`src/rtl/operand_forward_unit.sv`:
```
// Operand-delivery stage: forwards in-flight EX/MEM/WB results over stale register-file
// data, raises a one-cycle load-use stall and drives the register-file write controls.
module operand_forward_unit #(
    parameter int DW    = 32,
    parameter int AW    = 5,
    parameter int CNT_W = 16
) (
    input  logic             Clk,
    input  logic             Rst,
    input  logic             ID_VALID,
    input  logic [AW-1:0]    RA,
    input  logic [AW-1:0]    RB,
    input  logic             ID_USE_A,
    input  logic             ID_USE_B,
    input  logic [DW-1:0]    PA,
    input  logic [DW-1:0]    PB,
    input  logic [AW-1:0]    ID_RW,
    input  logic             ID_LE,
    input  logic             ID_LOAD,
    input  logic             FLUSH,
    input  logic [DW-1:0]    EX_RES,
    input  logic [DW-1:0]    MEM_RES,
    input  logic [DW-1:0]    WB_RES,
    output logic [DW-1:0]    OA,
    output logic [DW-1:0]    OB,
    output logic             STALL,
    output logic [AW-1:0]    WB_RW,
    output logic             WB_LE,
    output logic [CNT_W-1:0] STALL_CNT
);

    // EX slot keeps its load flag; MEM/WB only need valid/rw/le.
    logic             ex_valid_r;
    logic [AW-1:0]    ex_rw_r;
    logic             ex_le_r;
    logic             ex_load_r;
    logic             mem_valid_r;
    logic [AW-1:0]    mem_rw_r;
    logic             mem_le_r;
    logic [AW-1:0]    wb_rw_r;
    logic             wb_le_r;
    logic [CNT_W-1:0] stall_cnt_r;

    logic             stall_s;
    logic [DW-1:0]    oa_s;
    logic [DW-1:0]    ob_s;
    logic [2:0]       hit_a_s;
    logic [2:0]       hit_b_s;

    function automatic logic slot_writes(
        input logic          valid,
        input logic          le,
        input logic [AW-1:0] rw,
        input logic [AW-1:0] r
    );
        return valid & le & (rw == r) & (r != {AW{1'b0}});
    endfunction

    // Youngest match wins: EX over MEM over WB over register file.
    function automatic logic [DW-1:0] fwd_mux(
        input logic [2:0]    hit,
        input logic [DW-1:0] ex_res,
        input logic [DW-1:0] mem_res,
        input logic [DW-1:0] wb_res,
        input logic [DW-1:0] rf
    );
        logic [DW-1:0] sel;
        casez (hit)
            3'b1??:  sel = ex_res;
            3'b01?:  sel = mem_res;
            3'b001:  sel = wb_res;
            default: sel = rf;
        endcase
        return sel;
    endfunction

    // Per-slot match vectors; a load in EX has no result yet so it cannot forward.
    always_comb begin
        hit_a_s = {slot_writes(ex_valid_r, ex_le_r, ex_rw_r, RA) & ~ex_load_r,
                   slot_writes(mem_valid_r, mem_le_r, mem_rw_r, RA),
                   slot_writes(1'b1, wb_le_r, wb_rw_r, RA)};
        hit_b_s = {slot_writes(ex_valid_r, ex_le_r, ex_rw_r, RB) & ~ex_load_r,
                   slot_writes(mem_valid_r, mem_le_r, mem_rw_r, RB),
                   slot_writes(1'b1, wb_le_r, wb_rw_r, RB)};
    end

    // Operand selection with R0 forced to zero.
    always_comb begin
        oa_s = {DW{1'b0}};
        ob_s = {DW{1'b0}};
        if (RA == {AW{1'b0}}) begin
            oa_s = {DW{1'b0}};
        end else begin
            oa_s = fwd_mux(hit_a_s, EX_RES, MEM_RES, WB_RES, PA);
        end
        if (RB == {AW{1'b0}}) begin
            ob_s = {DW{1'b0}};
        end else begin
            ob_s = fwd_mux(hit_b_s, EX_RES, MEM_RES, WB_RES, PB);
        end
    end

    // Load-use hazard detection; a flushed decode never stalls.
    always_comb begin
        stall_s = 1'b0;
        if (ID_VALID && !FLUSH) begin
            stall_s = (ID_USE_A & slot_writes(ex_valid_r, ex_le_r, ex_rw_r, RA) & ex_load_r) |
                      (ID_USE_B & slot_writes(ex_valid_r, ex_le_r, ex_rw_r, RB) & ex_load_r);
        end else begin
            stall_s = 1'b0;
        end
    end

    // Scoreboard shift; stalled or flushed decode enters EX as a bubble.
    always_ff @(posedge Clk or posedge Rst) begin
        if (Rst) begin
            ex_valid_r  <= 1'b0;
            ex_rw_r     <= {AW{1'b0}};
            ex_le_r     <= 1'b0;
            ex_load_r   <= 1'b0;
            mem_valid_r <= 1'b0;
            mem_rw_r    <= {AW{1'b0}};
            mem_le_r    <= 1'b0;
            wb_rw_r     <= {AW{1'b0}};
            wb_le_r     <= 1'b0;
        end else begin
            ex_valid_r  <= ID_VALID & ~FLUSH & ~stall_s;
            ex_rw_r     <= ID_RW;
            ex_le_r     <= ID_LE;
            ex_load_r   <= ID_LOAD;
            mem_valid_r <= ex_valid_r;
            mem_rw_r    <= ex_rw_r;
            mem_le_r    <= ex_le_r;
            wb_rw_r     <= mem_rw_r;
            wb_le_r     <= mem_valid_r & mem_le_r & (mem_rw_r != {AW{1'b0}});
        end
    end

    // Saturating count of stall cycles.
    always_ff @(posedge Clk or posedge Rst) begin
        if (Rst) begin
            stall_cnt_r <= {CNT_W{1'b0}};
        end else if (stall_s && (stall_cnt_r != {CNT_W{1'b1}})) begin
            stall_cnt_r <= stall_cnt_r + {{(CNT_W-1){1'b0}}, 1'b1};
        end else begin
            stall_cnt_r <= stall_cnt_r;
        end
    end

    assign OA        = oa_s;
    assign OB        = ob_s;
    assign STALL     = stall_s;
    assign WB_RW     = wb_rw_r;
    assign WB_LE     = wb_le_r;
    assign STALL_CNT = stall_cnt_r;

endmodule

```
`config.mk`:
```
export PLATFORM = sky130hd
export DESIGN_NAME = operand_forward_unit
export DESIGN_NICKNAME = d
export VERILOG_FILES = /design/src/rtl/operand_forward_unit.sv
export SDC_FILE = /design/constraint.sdc
export NUM_CORES = 1
export LEC_CHECK = 0
export CAP_MARGIN = 20
export CORE_UTILIZATION = 38
export CTS_CLUSTER_DIAMETER = 150
export DETAILED_ROUTE_END_ITERATION = 10
export GPL_TIMING_DRIVEN = 0
export PLACE_DENSITY = 0.83
export SYNTH_ARGS = -nofsm -noshare
export SYNTH_HDL_FRONTEND = slang
export SYNTH_SLANG_ARGS = --single-unit
```
`constraint.sdc`:
```
create_clock -name Clk -period 3.5 [get_ports Clk]
set_clock_uncertainty 0.1 [all_clocks]
set_input_delay 0.875 -clock Clk [delete_from_list [all_inputs] [get_ports Clk]]
set_output_delay 0.875 -clock Clk [all_outputs]
set_load 0.01 [all_outputs]
```
==> results.sh <==
export IMPL_drive_above_1_share_pct=34.4
export IMPL_worstHoldStart="ex_rw_r[4]"
export IMPL_comb_power_share_pct=41.4
export IMPL_syn_nets=792
export IMPL_ioPinCount=270
export IMPL_p_leak_uw=0.00362
export IMPL_htreeDepth=2
export IMPL_grt_setup_unrepaired="true"
export IMPL_cp_cell_sequence="buf_8, buf_4, xnor2_1, nand3_1, nor4_4, a21oi_2, o21a_4, buf_8, buf_6, a221oi_4, buf_2"
export IMPL_yosysWarnings=0
export IMPL_routed_wl_um=24300
export IMPL_hold_path_class="flop to flop"
export IMPL_max_freq_mhz=262
export IMPL_port_buffers=268
export IMPL_netSwitchingPower_uw=491
export IMPL_slew_violations=0
export IMPL_syn_area_mm2=0.00431
export IMPL_power_density_mw_per_mm2=189
export IMPL_root_buffer="clkbuf_16"
export IMPL_die_h_um=108
export IMPL_ctsHoldBuffers=0
export IMPL_core_area_mm2=0.0109
export IMPL_setup_slack_ps=-319
export IMPL_ff_latch_area_um2=926
export IMPL_n_fill_cell=767
export IMPL_drt_initial_drc_count=746
export IMPL_cp_end_kind="output pin"
export IMPL_internal_power_uw=1150
export IMPL_wl_met2_um=11800
export IMPL_yosysSeqAreaShare_pct=21.5
export IMPL_synth_edf_count=0
export IMPL_start_util_pct=39.4
export IMPL_utilization_pct=79.4
export IMPL_crit_type="input pin to output pin"
export IMPL_postPlaceCellArea_mm2=0.00727
export IMPL_synthArstFlopShare_pct=100
export IMPL_clock_latency_ps=280
export IMPL_vias=6580
export IMPL_critical_path_buf_inv_count=5
export IMPL_clockBufferDepth=2
export IMPL_cts_tree="done"
export IMPL_fin_area_mm2=0.00868
export IMPL_slowest_stage="nor4_4"
export IMPL_hold_violations=0
export IMPL_grt_first_pass_wirelength_um=34500
export IMPL_p_sw_share_pct=30.0
export IMPL_final_antenna_net_count=0
export IMPL_numCtsBuffers=5
export IMPL_final_setup_viol_count=65
export IMPL_final_min_clock_period_ps=3820
export IMPL_max_cap_violations=0
export IMPL_synth_main_ff_cell="dfrtp_1"
export IMPL_syn_to_final_growth_pct=102
export IMPL_top_layer="met4"
export IMPL_multi_input_area_mm2=0.00359
export IMPL_syn_inst=608
export IMPL_drt_met1_wl_um=8900
export IMPL_clkTransAtPathRegs_ps=50
export IMPL_p_clk_share_pct=30.6
export IMPL_detail_route_wl_per_cell_um=22.5
export IMPL_startpoint="RB[4]"
export IMPL_die_x_um=108
export IMPL_grt_overflow=0
export IMPL_p_seq_share_pct=28.0
export IMPL_timing_setup_tns_ps=-13960
export IMPL_critical_path_top_delay_family="buffers and inverters"
export IMPL_relSlewSlack_pct=42.6
export IMPL_dp_cells=1017
export IMPL_rr_startpoint="ex_rw_r[3]"
export IMPL_yosysUniqueCellTypes=40
export IMPL_arrival_ps=2840
export IMPL_vias_per_cell=6.11
export IMPL_avgSynthCellArea_um2=7.08
export IMPL_first_pass_iters=6
export IMPL_post_route_period_util_pct=109
export IMPL_drc=0
export IMPL_violations="negative setup slack"
export IMPL_layout_nets=1120
export IMPL_grt_max_degree=20
export IMPL_worst_pin_slew_ps=860
export IMPL_cp_required_ps=2520
export IMPL_dp_hpwl_um=16000
export IMPL_grt_pass1_vias=6494
export IMPL_cpPeakStageDelay_ps=330
export IMPL_final_cells=1077
export IMPL_critPathMaxFanout=7
export IMPL_grtUsageTotal_pct=37.9
export IMPL_wl_met3_um=2450
export IMPL_antenna_found_initial=1
export IMPL_start_kind="input pin"
export IMPL_dieArea_mm2=0.0118
export IMPL_vdd_drop_max_mv=0.328
export IMPL_synth_seq_cells=37
export IMPL_outcome="finished, violations left"
export IMPL_clkSinkCount=37
export IMPL_rows=38
export IMPL_gp_congestion=0.984
export IMPL_crit_top_cell="buf_8"
## stage by stage
step	hold WS, ps	total power [uW]	worst slack, ps
after floorplan	293	675	-2.23
after global placement	305	1050	-1700
after detailed placement	320	1060	-1700
after CTS	329	1570	-313
after global routing	352	1690	-385
final	335	1640	-319
## cells in the mapped netlist (28+ instances only)
| library cell | number | share of area (%) |
|---|---|---|
| nand2_1 | 77 | 6.7 |
| inv_1 | 68 | 5.9 |
| nor2_1 | 48 | 4.2 |
| nor3_1 | 40 | 4.6 |
| dfrtp_1 | 37 | 22 |
| a31oi_1 | 36 | 5.2 |
| a21oi_1 | 32 | 3.7 |
| clkbuf_1 | 32 | 2.8 |
| o211a_1 | 32 | 7.4 |
| or2_2 | 32 | 4.6 |
| a221oi_1 | 29 | 5.9 |
| o221ai_1 | 28 | 5.7 |
## timing repair
action / 4_1_cts / 5_1_grt
gates resized for setup: 483 / 103
cloned: 10 / 2
pin swaps: 47 / 41
buffers inserted: 39 / 16
endpoints found under the setup margin: 65 / 65
## worst register-to-register path, stage by stage (launching register included)
cell and delay, ps:
dfrtp_1 430, xor2_1 200, nor3_2 280, buf_4 170, and4bb_1 290, o211ai_4 140, nor4_1 420, xor2_1 190
## layout make-up
cell class                      instances  area share (%)
Tap cell                              140            2.02
Inverter                               68            2.94
Antenna cell                            1          0.0288
Multi-Input combinational cell        448            41.4
Clock buffer                            5            1.44
Buffer                                 48            4.97
Clock inverter                          2           0.404
Sequential cell                        37            10.7
Timing Repair Buffer                  328            36.1
## placed cells by master, fill, tap and decap left out, types with 7 or more instances in the layout
| master | instances |
|---|---|
| a21oi_1 | 19 |
| a21oi_2 | 13 |
| a221oi_2 | 28 |
| a31oi_1 | 34 |
| buf_12 | 9 |
| buf_2 | 51 |
| buf_4 | 32 |
| buf_6 | 45 |
| buf_8 | 15 |
| clkbuf_1 | 14 |
| clkbuf_16 | 7 |
| clkbuf_2 | 7 |
| clkdlybuf4s50_1 | 194 |
| dfrtp_1 | 37 |
| inv_1 | 68 |
| nand2_1 | 76 |
| nand3_1 | 10 |
| nor2_1 | 31 |
| nor2_2 | 10 |
| nor2_4 | 9 |
| nor3_1 | 35 |
| o211a_1 | 32 |
| o221ai_2 | 18 |
| o221ai_4 | 7 |
| or2_2 | 31 |
| xnor2_1 | 20 |
| xor2_1 | 22 |
## state kept, by name (all words and copies together), names as in the netlist
register / count
WB_RW: 5
mem_le_r: 1
mem_valid_r: 1
WB_LE: 1
mem_rw_r: 5
ex_rw_r: 5
ex_load_r: 1
STALL_CNT: 16
ex_le_r: 1
ex_valid_r: 1
## final timing paths
check / to / slack, ps / cells past startpoint
worst max-delay path: OB[30] / -320 / 11
worst min-delay path: mem_rw_r[4] / 340 / 0
worst max register to register: STALL_CNT[13] / 1210 / 7
worst min register to register: mem_rw_r[4] / 340 / 0
max in group asynchronous: ex_rw_r[4] / 1740 / 3
min in group asynchronous: STALL_CNT[14] / 980 / 2
## routing by layer
layer	GRT usage [%]	vias to the layer above
met4	14.0	0
li1	-	2837
met3	6.15	121
met2	64.6	488
met1	47.7	3134
met5	0	-
## power by group through the flow
stage          Clock [uW]  Combinational, uW  Sequential [uW]
2_1_floorplan           0                213              462
3_3_place_gp            0                589              464
3_5_place_dp            0                597              464
4_1_cts               498                619              457
5_1_grt               519                708              460
6_report              501                677              459
## cells by family after synthesis
family                   count (synthesis)  share of synthesized area, %
AO/OA/AOI/OAI                          173                          31.8
XOR/XNOR                                45                          9.15
adder cells (fa/ha/maj)                  1                         0.291
buffers and inverters                  123                          12.0
flip-flops                              37                          21.5
multiplexers                             1                         0.262
AND/OR/NAND/NOR                        228                          25.1
Power figures use the tool's default switching activity.
